==> src/rtl/minimig_autoconfig_ctrl_if.sv <==
// CPU-side bus for the autoconfig window: level-held select, one-cycle ack.
interface minimig_autoconfig_ctrl_if;
  logic        sel;
  logic        rw;
  logic [5:0]  addr;
  logic [15:0] data_in;
  logic [15:0] data_out;
  logic        ack;

  modport master (output sel, rw, addr, data_in, input data_out, ack);
  modport slave  (input sel, rw, addr, data_in, output data_out, ack);
endinterface

==> src/rtl/minimig_autoconfig_ctrl.sv <==
// Autoconfig responder: serves descriptor nibbles for the current chain slot,
// latches OS-assigned base addresses and handles shut-up.
module minimig_autoconfig_ctrl #(
  parameter int         NUM_SLOTS = 7,
  parameter logic [6:0] Z3_MASK   = 7'b0011110,
  parameter int         NULL_SLOT = 7
) (
  input  logic        clk,
  input  logic        reset,
  input  logic [6:0]  board_en,
  minimig_autoconfig_ctrl_if.slave bus,
  output logic [8:0]  rom_a,
  input  logic [3:0]  rom_q,
  output logic [7:0]  base_z2,
  output logic [15:0] base_z3a,
  output logic [15:0] base_z3b,
  output logic [15:0] base_z3c,
  output logic [15:0] base_eth,
  output logic [7:0]  base_snd,
  output logic [7:0]  base_ctrl,
  output logic [6:0]  configured,
  output logic [6:0]  active,
  output logic        done
);

  typedef enum logic [2:0] {IDLE, RD_A, RD_W, RD_D, WR, RELEASE} state_t;

  state_t      state_q, state_d;
  logic        sel_q;
  logic [2:0]  slot_q, slot_d;
  logic [8:0]  rom_a_q, rom_a_d;
  logic [15:0] data_out_q, data_out_d;
  logic        ack_q, ack_d;
  logic [3:0]  pending_q, pending_d;
  logic [15:0] base_q [NUM_SLOTS];
  logic [15:0] base_d [NUM_SLOTS];
  logic [6:0]  configured_q, configured_d;
  logic [6:0]  active_q, active_d;
  logic        done_q;

  logic [6:0]  avail_s;
  logic [2:0]  cur_slot_s;
  logic        done_s;
  logic        z3_s;

  assign avail_s = board_en & ~configured_q;
  assign done_s  = (avail_s == 7'd0);
  assign z3_s    = Z3_MASK[slot_q];

  // lowest enabled, unconfigured slot; falls back to the null descriptor page
  always_comb begin
    cur_slot_s = 3'(NULL_SLOT);
    for (int n = NUM_SLOTS - 1; n >= 0; n--) begin
      cur_slot_s = avail_s[n] ? 3'(n) : cur_slot_s;
    end
  end

  always_comb begin
    state_d      = state_q;
    slot_d       = slot_q;
    rom_a_d      = rom_a_q;
    data_out_d   = data_out_q;
    ack_d        = 1'b0;
    pending_d    = pending_q;
    base_d       = base_q;
    configured_d = configured_q;
    active_d     = active_q;

    case (state_q)
      IDLE: begin
        if (sel_q) begin
          slot_d = cur_slot_s;
          if (bus.rw) begin
            rom_a_d = {cur_slot_s, bus.addr};
            state_d = RD_A;
          end else begin
            state_d = WR;
          end
        end else begin
          state_d = IDLE;
        end
      end
      RD_A: state_d = RD_W;
      RD_W: state_d = RD_D;
      RD_D: begin
        data_out_d = {rom_q, 12'hFFF};
        ack_d      = 1'b1;
        state_d    = RELEASE;
      end
      WR: begin
        ack_d   = 1'b1;
        state_d = RELEASE;
        // slot_q equals the null page once the chain is exhausted: nothing to decode
        if (slot_q < 3'(NUM_SLOTS)) begin
          case (bus.addr)
            6'h25: pending_d = z3_s ? pending_q : bus.data_in[15:12];
            6'h24: begin
              if (!z3_s) begin
                base_d[slot_q]       = {8'h00, bus.data_in[15:12], pending_q};
                configured_d[slot_q] = 1'b1;
                active_d[slot_q]     = 1'b1;
                pending_d            = 4'h0;
              end else begin
                pending_d = pending_q;
              end
            end
            6'h22: begin
              if (z3_s) begin
                base_d[slot_q]       = bus.data_in;
                configured_d[slot_q] = 1'b1;
                active_d[slot_q]     = 1'b1;
                pending_d            = 4'h0;
              end else begin
                pending_d = pending_q;
              end
            end
            6'h26: begin
              configured_d[slot_q] = 1'b1;
              pending_d            = 4'h0;
            end
            default: pending_d = pending_q;
          endcase
        end else begin
          pending_d = pending_q;
        end
      end
      RELEASE: state_d = sel_q ? RELEASE : IDLE;
      default: state_d = IDLE;
    endcase
  end

  always_ff @(posedge clk) begin
    if (reset) begin
      state_q      <= IDLE;
      sel_q        <= 1'b0;
      slot_q       <= 3'd0;
      rom_a_q      <= 9'd0;
      data_out_q   <= 16'hFFFF;
      ack_q        <= 1'b0;
      pending_q    <= 4'h0;
      configured_q <= 7'd0;
      active_q     <= 7'd0;
      done_q       <= 1'b0;
      for (int i = 0; i < NUM_SLOTS; i++) begin
        base_q[i] <= 16'h0000;
      end
    end else begin
      state_q      <= state_d;
      sel_q        <= bus.sel;
      slot_q       <= slot_d;
      rom_a_q      <= rom_a_d;
      data_out_q   <= data_out_d;
      ack_q        <= ack_d;
      pending_q    <= pending_d;
      configured_q <= configured_d;
      active_q     <= active_d;
      done_q       <= done_s;
      base_q       <= base_d;
    end
  end

  assign bus.data_out = data_out_q;
  assign bus.ack      = ack_q;
  assign rom_a        = rom_a_q;
  assign configured   = configured_q;
  assign active       = active_q;
  assign done         = done_q;
  assign base_z2      = base_q[0][7:0];
  assign base_z3a     = base_q[1];
  assign base_z3b     = base_q[2];
  assign base_z3c     = base_q[3];
  assign base_eth     = base_q[4];
  assign base_snd     = base_q[5][7:0];
  assign base_ctrl    = base_q[6][7:0];

endmodule

==> src/flat_wrapper.sv <==
// flat-port wrapper written by rule: the top's interface ports become plain ports
module minimig_autoconfig_ctrl_flat 
#(
  parameter int         NUM_SLOTS = 7,
  parameter logic [6:0] Z3_MASK   = 7'b0011110,
  parameter int         NULL_SLOT = 7
)
  (clk, reset, board_en, rom_a, rom_q, base_z2, base_z3a, base_z3b, base_z3c, base_eth, base_snd, base_ctrl, configured, active, done, bus_sel, bus_rw, bus_addr, bus_data_in, bus_data_out, bus_ack);
  minimig_autoconfig_ctrl_if bus_i ();
  input  logic clk;
  input  logic reset;
  input  logic [6:0] board_en;
  output logic [8:0] rom_a;
  input  logic [3:0] rom_q;
  output logic [7:0] base_z2;
  output logic [15:0] base_z3a;
  output logic [15:0] base_z3b;
  output logic [15:0] base_z3c;
  output logic [15:0] base_eth;
  output logic [7:0] base_snd;
  output logic [7:0] base_ctrl;
  output logic [6:0] configured;
  output logic [6:0] active;
  output logic done;
  input wire logic [$bits(bus_i.sel)-1:0] bus_sel;
  input wire logic [$bits(bus_i.rw)-1:0] bus_rw;
  input wire logic [$bits(bus_i.addr)-1:0] bus_addr;
  input wire logic [$bits(bus_i.data_in)-1:0] bus_data_in;
  output wire logic [$bits(bus_i.data_out)-1:0] bus_data_out;
  output wire logic [$bits(bus_i.ack)-1:0] bus_ack;
  assign bus_i.sel = bus_sel;
  assign bus_i.rw = bus_rw;
  assign bus_i.addr = bus_addr;
  assign bus_i.data_in = bus_data_in;
  assign bus_data_out = bus_i.data_out;
  assign bus_ack = bus_i.ack;
  minimig_autoconfig_ctrl #(.NUM_SLOTS(NUM_SLOTS), .Z3_MASK(Z3_MASK), .NULL_SLOT(NULL_SLOT)) u_core (.clk(clk), .reset(reset), .board_en(board_en), .bus(bus_i), .rom_a(rom_a), .rom_q(rom_q), .base_z2(base_z2), .base_z3a(base_z3a), .base_z3b(base_z3b), .base_z3c(base_z3c), .base_eth(base_eth), .base_snd(base_snd), .base_ctrl(base_ctrl), .configured(configured), .active(active), .done(done));
endmodule
==> config.mk <==
export PLATFORM = sky130hd
export DESIGN_NAME = minimig_autoconfig_ctrl_flat
export DESIGN_NICKNAME = d
export VERILOG_FILES = /design/src/rtl/minimig_autoconfig_ctrl_if.sv /design/src/rtl/minimig_autoconfig_ctrl.sv /design/src/flat_wrapper.sv
export SDC_FILE = /design/constraint.sdc
export NUM_CORES = 1
export LEC_CHECK = 0
export ABC_AREA = 1
export CAP_MARGIN = 20
export CELL_PAD_IN_SITES_DETAIL_PLACEMENT = 0
export CELL_PAD_IN_SITES_GLOBAL_PLACEMENT = 1
export CORE_MARGIN = 4
export CORE_UTILIZATION = 36
export DETAILED_ROUTE_END_ITERATION = 16
export PLACE_DENSITY = 0.94
export RECOVER_POWER = 50
export SETUP_SLACK_MARGIN = 0.05
export SLEW_MARGIN = 30
export SYNTH_ARGS = -nofsm -noshare
export SYNTH_HDL_FRONTEND = slang
export SYNTH_SLANG_ARGS = --single-unit
==> constraint.sdc <==
create_clock -name clk -period 4.7 [get_ports clk]
set_clock_uncertainty 0.1 [all_clocks]
set_input_delay 0.94 -clock clk [delete_from_list [all_inputs] [get_ports clk]]
set_output_delay 0.94 -clock clk [all_outputs]
set_load 0.05 [all_outputs]
### Word level (Yosys, flattened, before mapping)

Memories as Yosys holds them, arrays and structs flattened. A register that Yosys moved wholly into a read port is not among the register bits.
Index checks and enable logic that the tools add are counted.

| storage, ports and cells | value |
|---|---|
| register bits after elaboration | 152 |
| ROM bits | 8 |
| input port bits | 37 |
| output and inout port bits | 129 |
| word-level logic and storage cells | 87 |
| memories | 1 |

| operators by class | value |
|---|---|
| $lt $le $gt $ge | 5 |
| eq/ne operators | 12 |
| mux-type cells | 34 |
| bitwise gates (word level) | 5 |
| reduce and logical (&&, ||, !) cells | 13 |

Memories:

| name | depth | bits a word | read ports | clocked after Yosys merged registers in | write ports | line | text |
|---|---|---|---|---|---|---|---|
| (name not given) | 8 | 1 | 1 | 1 | 0 | minimig_autoconfig_ctrl.sv:48 | `assign z3_s = Z3_MASK[slot_q];` |

Operators with widths:

| kind | count |
|---|---|
| 112-bit bitwise mux | 2 |
| 112-bit two-way mux | 2 |
| 112-bit one-hot mux with 2 select lines | 1 |
| 16-bit demux with 3-bit select | 1 |
| 3-bit two-way mux | 11 |
| 7-bit two-way mux | 4 |
| 6-bit equality test, second input constant | 4 |
| 7-bit one-hot mux with 3 select lines | 1 |
| 16-bit two-way mux | 1 |
| 4-bit one-hot mux with 4 select lines | 1 |
| 3-bit one-hot mux with 5 select lines | 1 |
| 7-bit bitwise OR | 2 |
| 7-bit one-hot mux with 2 select lines | 1 |
| 4-bit two-way mux | 3 |
| 5-bit AND reduction | 2 |
| 7-bit AND | 1 |
| 7-bit zero test | 1 |
| 7-bit inverter | 1 |
| 3-bit by 2-bit equality test with 1-bit output, second input constant | 2 |
| 3-bit equality test, second input constant | 2 |
| 6-bit AND reduction | 1 |
| 4-bit greater-or-equal comparator, second input constant | 1 |
| 3-bit by 4-bit < comparator with 1-bit output, second input constant | 1 |
| 4-bit by 1-bit < comparator with 1-bit output, second input constant | 1 |
| other kinds (16) | 21 |

### Logic depth before layout (Yosys ltp)

| logic depth | value |
|---|---|
| depth after elaboration | 11 |
| depth in mapped cells | 13 |
| depth with buffers taken out | 13 |

### Worst setup path before layout

OpenSTA, ideal clock, no wires.

| timing path | value |
|---|---|
| path type | input to register |
| start | input bus_addr[5] |
| end | register u_core.base_q (netlist bit u_core.base_z3c[10]) |
| setup time | 113 ps |
| arrival | 2146 ps |
| data required time | 4487 ps |
| path slack | 2341 ps |
| cell stages on the path | 11 |
| buffers on the path | 2 |
| path through | inv_1 nor2_2 nand3_1 nor3_1 nor2_2 buf_4 nand3_2 buf_2 nand2_1 nand2_1 nor2_1 |

| between the ends | value |
|---|---|
| word-level cells in the longest chain between the ends | 3 |
| elaborated cells between the ends (all ways) | 7 |
| those cells by class | 4 x eq/ne; 1 x mux; 2 x reduce/logical |

Ends and longest elaborated chain:

| what | line | text |
|---|---|---|
| start: declaration | flat_wrapper.sv:27 | `input wire logic [$bits(bus_i.addr)-1:0] bus_addr;` |
| 6-bit equality test | minimig_autoconfig_ctrl.sv:95 | `case (bus.addr)` |
| 2-bit by 1-bit inequality test with 1-bit output (no source line), or another cell as far along | n/a |  |
| 5-bit AND reduction (no source line) | n/a |  |
| end signal: assignment | minimig_autoconfig_ctrl.sv:158 | `base_q <= base_d;` |
| end: declaration | minimig_autoconfig_ctrl.sv:35 | `logic [15:0] base_q [NUM_SLOTS];` |

Parallel ways exist; a longest one is shown, timed or not.
A chain may end at the register's enable or synchronous reset.

==> summary.md <==
| Metric | Value |
|---|---|
| Initial antenna violation count | `0` |
| Row count | `46` |
| Crit path max fanout | `66` |
| Hold-fix buffers at CTS | `0` |
| Ports | `166` |
| Max Slew Vio Count | `0` |
| Final Net Count | `1,100` |
| H-tree levels | `4` |
| Critical path class | `input pin to register` |
| DR iter-0 viols | `378` |
| Status | `finished clean` |
| Pin count of the biggest net entering global routing | `67` |
| Final core occ | `0.5108` |
| RSZ-0062 raised after global routing | `false` |
| Drt wl/cell | `13.01 um` |
| Final setup vio count | `0` |
| GP Congestion | `0.7805` |
| Seq/Total Area, Yosys | `0.4334` |
| Hpwl dp | `11,760 um` |
| Final min period | `3.764 ns` |
| CP startpoint kind | `input pin` |
| Syn avg cell area | `6.448 um^2` |
| P_leak | `4.184 nW` |
| Pre-antenna DRT Iters | `7` |
| Final setup TNS | `0 ns` |
| Required @ worst endpoint | `4.91 ns` |
| Root Buffer | `clkbuf_16` |
| FF+latch count, synth | `129` |
| R2R setup slack | `2.25 ns` |
| Area Growth Syn to Fin | `37.65%` |
| DIE WIDTH | `136.7 um` |
| Synth top area cells | `dfxtp_1, nand2_1, inv_1` |
| CTS tree | `yes` |
| Crit path DAT | `3.97 ns` |
| Post-CTS Setup Bufs | `0` |
| GRT Overall Usage | `0.1880` |
| PortBufs | `153` |
| Setup crit end kind | `register` |
| Drt total wl | `16,790 um` |
| Unique cell type count in the Yosys netlist | `21` |
| Synth area leader | `dfxtp_1` |
| Antenna diodes | `0` |
| Starting Density | `0.3710` |
| CORE AREA | `16,060 um^2` |
| Share of layout cells above drive strength 1 | `0.04930` |
| Drc violations | `0` |
| Vias in the first global route | `5,391` |
| Syn Std Cell Area | `5958 um^2` |
| DR vias/cell | `4.387` |
| CTS max path bufs | `2` |
| Die area | `18,670 um^2` |
| Tot Pwr | `2.685 mW` |
| Maximum vdd drop | `0.2480 mV` |
| Max_cap viols | `0` |
| HP Class | `register to register` |
| Total grt overflow | `0` |
| Post-Syn Instances | `924` |
| Fmax | `265.6 MHz` |
| Pwr Density | `327.3 nW/um^2` |
| Synth top area share | `0.4334` |
| Remaining antenna violation count | `0` |
| Clk_lat worst skew | `0.41 ns` |
| Vias | `5,664` |
| Max-slew headroom at the worst pin | `0.2387` |
| CTS Sinks | `129` |
| First-pass GRT wire length | `27,540 um` |
| Worst slew pin tran | `1.142 ns` |
| Final period utilization | `0.8009` |
| PostCTS Resize Cnt | `0` |
| Yosys synthesis warning count | `0` |
| CTS buffer count | `17` |
| Die H | `136.7 um` |
| Final hold vios | `0` |
| Worst-path clk slew | `0.05 ns` |
[path summary, 6_finish.rpt]
check,from,to,cells past startpoint
setup / recovery,reset,u_core.base_z3a[5],6
hold / removal,u_core.active[6],u_core.active[6],2
setup reg to reg,u_core.slot_q[0],u_core.base_z3c[11],6
hold reg to reg,u_core.active[6],u_core.active[6],2
[routing by layer]
layer,track usage,share of wire,vias to the layer above
li1,-,-,3025
met1,0.2503,0.46,2465
met2,0.2987,0.46,158
met3,0.05110,0.074,16
met4,0.05487,0.012,0
met5,0,0,-
[registers in the layout, summed over array words and instances, names as in the netlist, 3 cells and up]
| register | count |
|---|---|
| u_core.active | 7 |
| u_core.base_ctrl | 8 |
| u_core.base_eth | 16 |
| u_core.base_snd | 8 |
| u_core.base_z2 | 8 |
| u_core.base_z3a | 16 |
| u_core.base_z3b | 16 |
| u_core.base_z3c | 16 |
| u_core.bus.data_out | 4 |
| u_core.configured | 7 |
| u_core.pending_q | 4 |
| u_core.rom_a | 9 |
| u_core.slot_q | 3 |
| u_core.state_q | 3 |
[placed cells by master, fill, tap and decap left out]
master / Yosys / layout
nand3_2: 4 / 4
clkbuf_8: 0 / 5
buf_4: 14 / 13
nand2_1: 236 / 236
inv_2: 2 / 2
conb_1: 1 / 12
nor2_2: 2 / 1
a31oi_1: 4 / 4
a21oi_1: 26 / 26
nor3_2: 3 / 4
nand3_1: 28 / 28
dlygate4sd3_1: 0 / 101
bufinv_16: 0 / 2
nor4_1: 1 / 1
dfxtp_1: 129 / 129
inv_1: 201 / 200
o21ai_1: 8 / 8
nand4_1: 60 / 60
nor2_1: 142 / 142
clkbuf_16: 0 / 17
clkdlybuf4s50_1: 0 / 52
clkinv_2: 0 / 4
clkbuf_1: 16 / 5
nor2_4: 0 / 1
o21ai_0: 14 / 14
nor3_1: 5 / 4
[critical path, cell delays in order]
cell	delay [ns]
dlygate4sd3_1	0.52
clkbuf_1	0.84
clkinv_2	0.84
buf_4	0.56
nand2_1	0.18
nor2_1	0.05
[per-stage QoR]
step | std cells | hold slack [ns] | cell area [um^2] | setup WS, ns
2_1_floorplan | 935 | 0.3536 | 6000 | 2.341
3_3_place_gp | 1260 | 0.3395 | 7621 | 1.238
3_5_place_dp | 1260 | 0.3439 | 7621 | 1.137
4_1_cts | 1291 | 0.3552 | 8205 | 1.585
5_1_grt | 1291 | 0.3723 | 8202 | 0.6541
6_report | 1291 | 0.3481 | 8202 | 0.9356
[report_power, final]
| group | leakage (nW) | switching [mW] | total [mW] | internal (mW) |
|---|---|---|---|---|
| Combinational | 2.85 | 0.175 | 0.248 | 0.0734 |
| Clock | 0.290 | 0.466 | 1.31 | 0.846 |
| Sequential | 1.04 | 0.0128 | 1.12 | 1.11 |
| Total | 4.18 | 0.654 | 2.68 | 2.03 |
[synthesized netlist by cell type]
cell	number
nand4_1	60
buf_4	14
inv_2	2
o21ai_0	14
nor3_2	3
clkbuf_1	16
nor3_1	5
o21ai_1	8
dfxtp_1	129
nor4_1	1
nand3_1	28
nand3_2	4
nor2_1	142
buf_1	7
nor2_2	2
a21oi_1	26
a31oi_1	4
nand2_1	236
inv_1	201
buf_2	21
conb_1	1
[layout make-up]
cell class                      instances  area, um^2
Tap cell                              216       270.3
Clock inverter                          5       75.07
Inverter                              203       763.2
Timing Repair Buffer                  167        1633
Fill cell                            1621        7856
Clock buffer                           26       509.2
Sequential cell                       129        2582
Multi-Input combinational cell        545        2369
[logic make-up after synthesis]
kind of cell	after synthesis	synth area share
AOI/OAI and AO/OA	52	0.04452
buffers and inverters	261	0.1777
DFF	129	0.4334
other	1	0.0006294
and+or+nand+nor	481	0.3438
(Power assumes the default switching activity.)
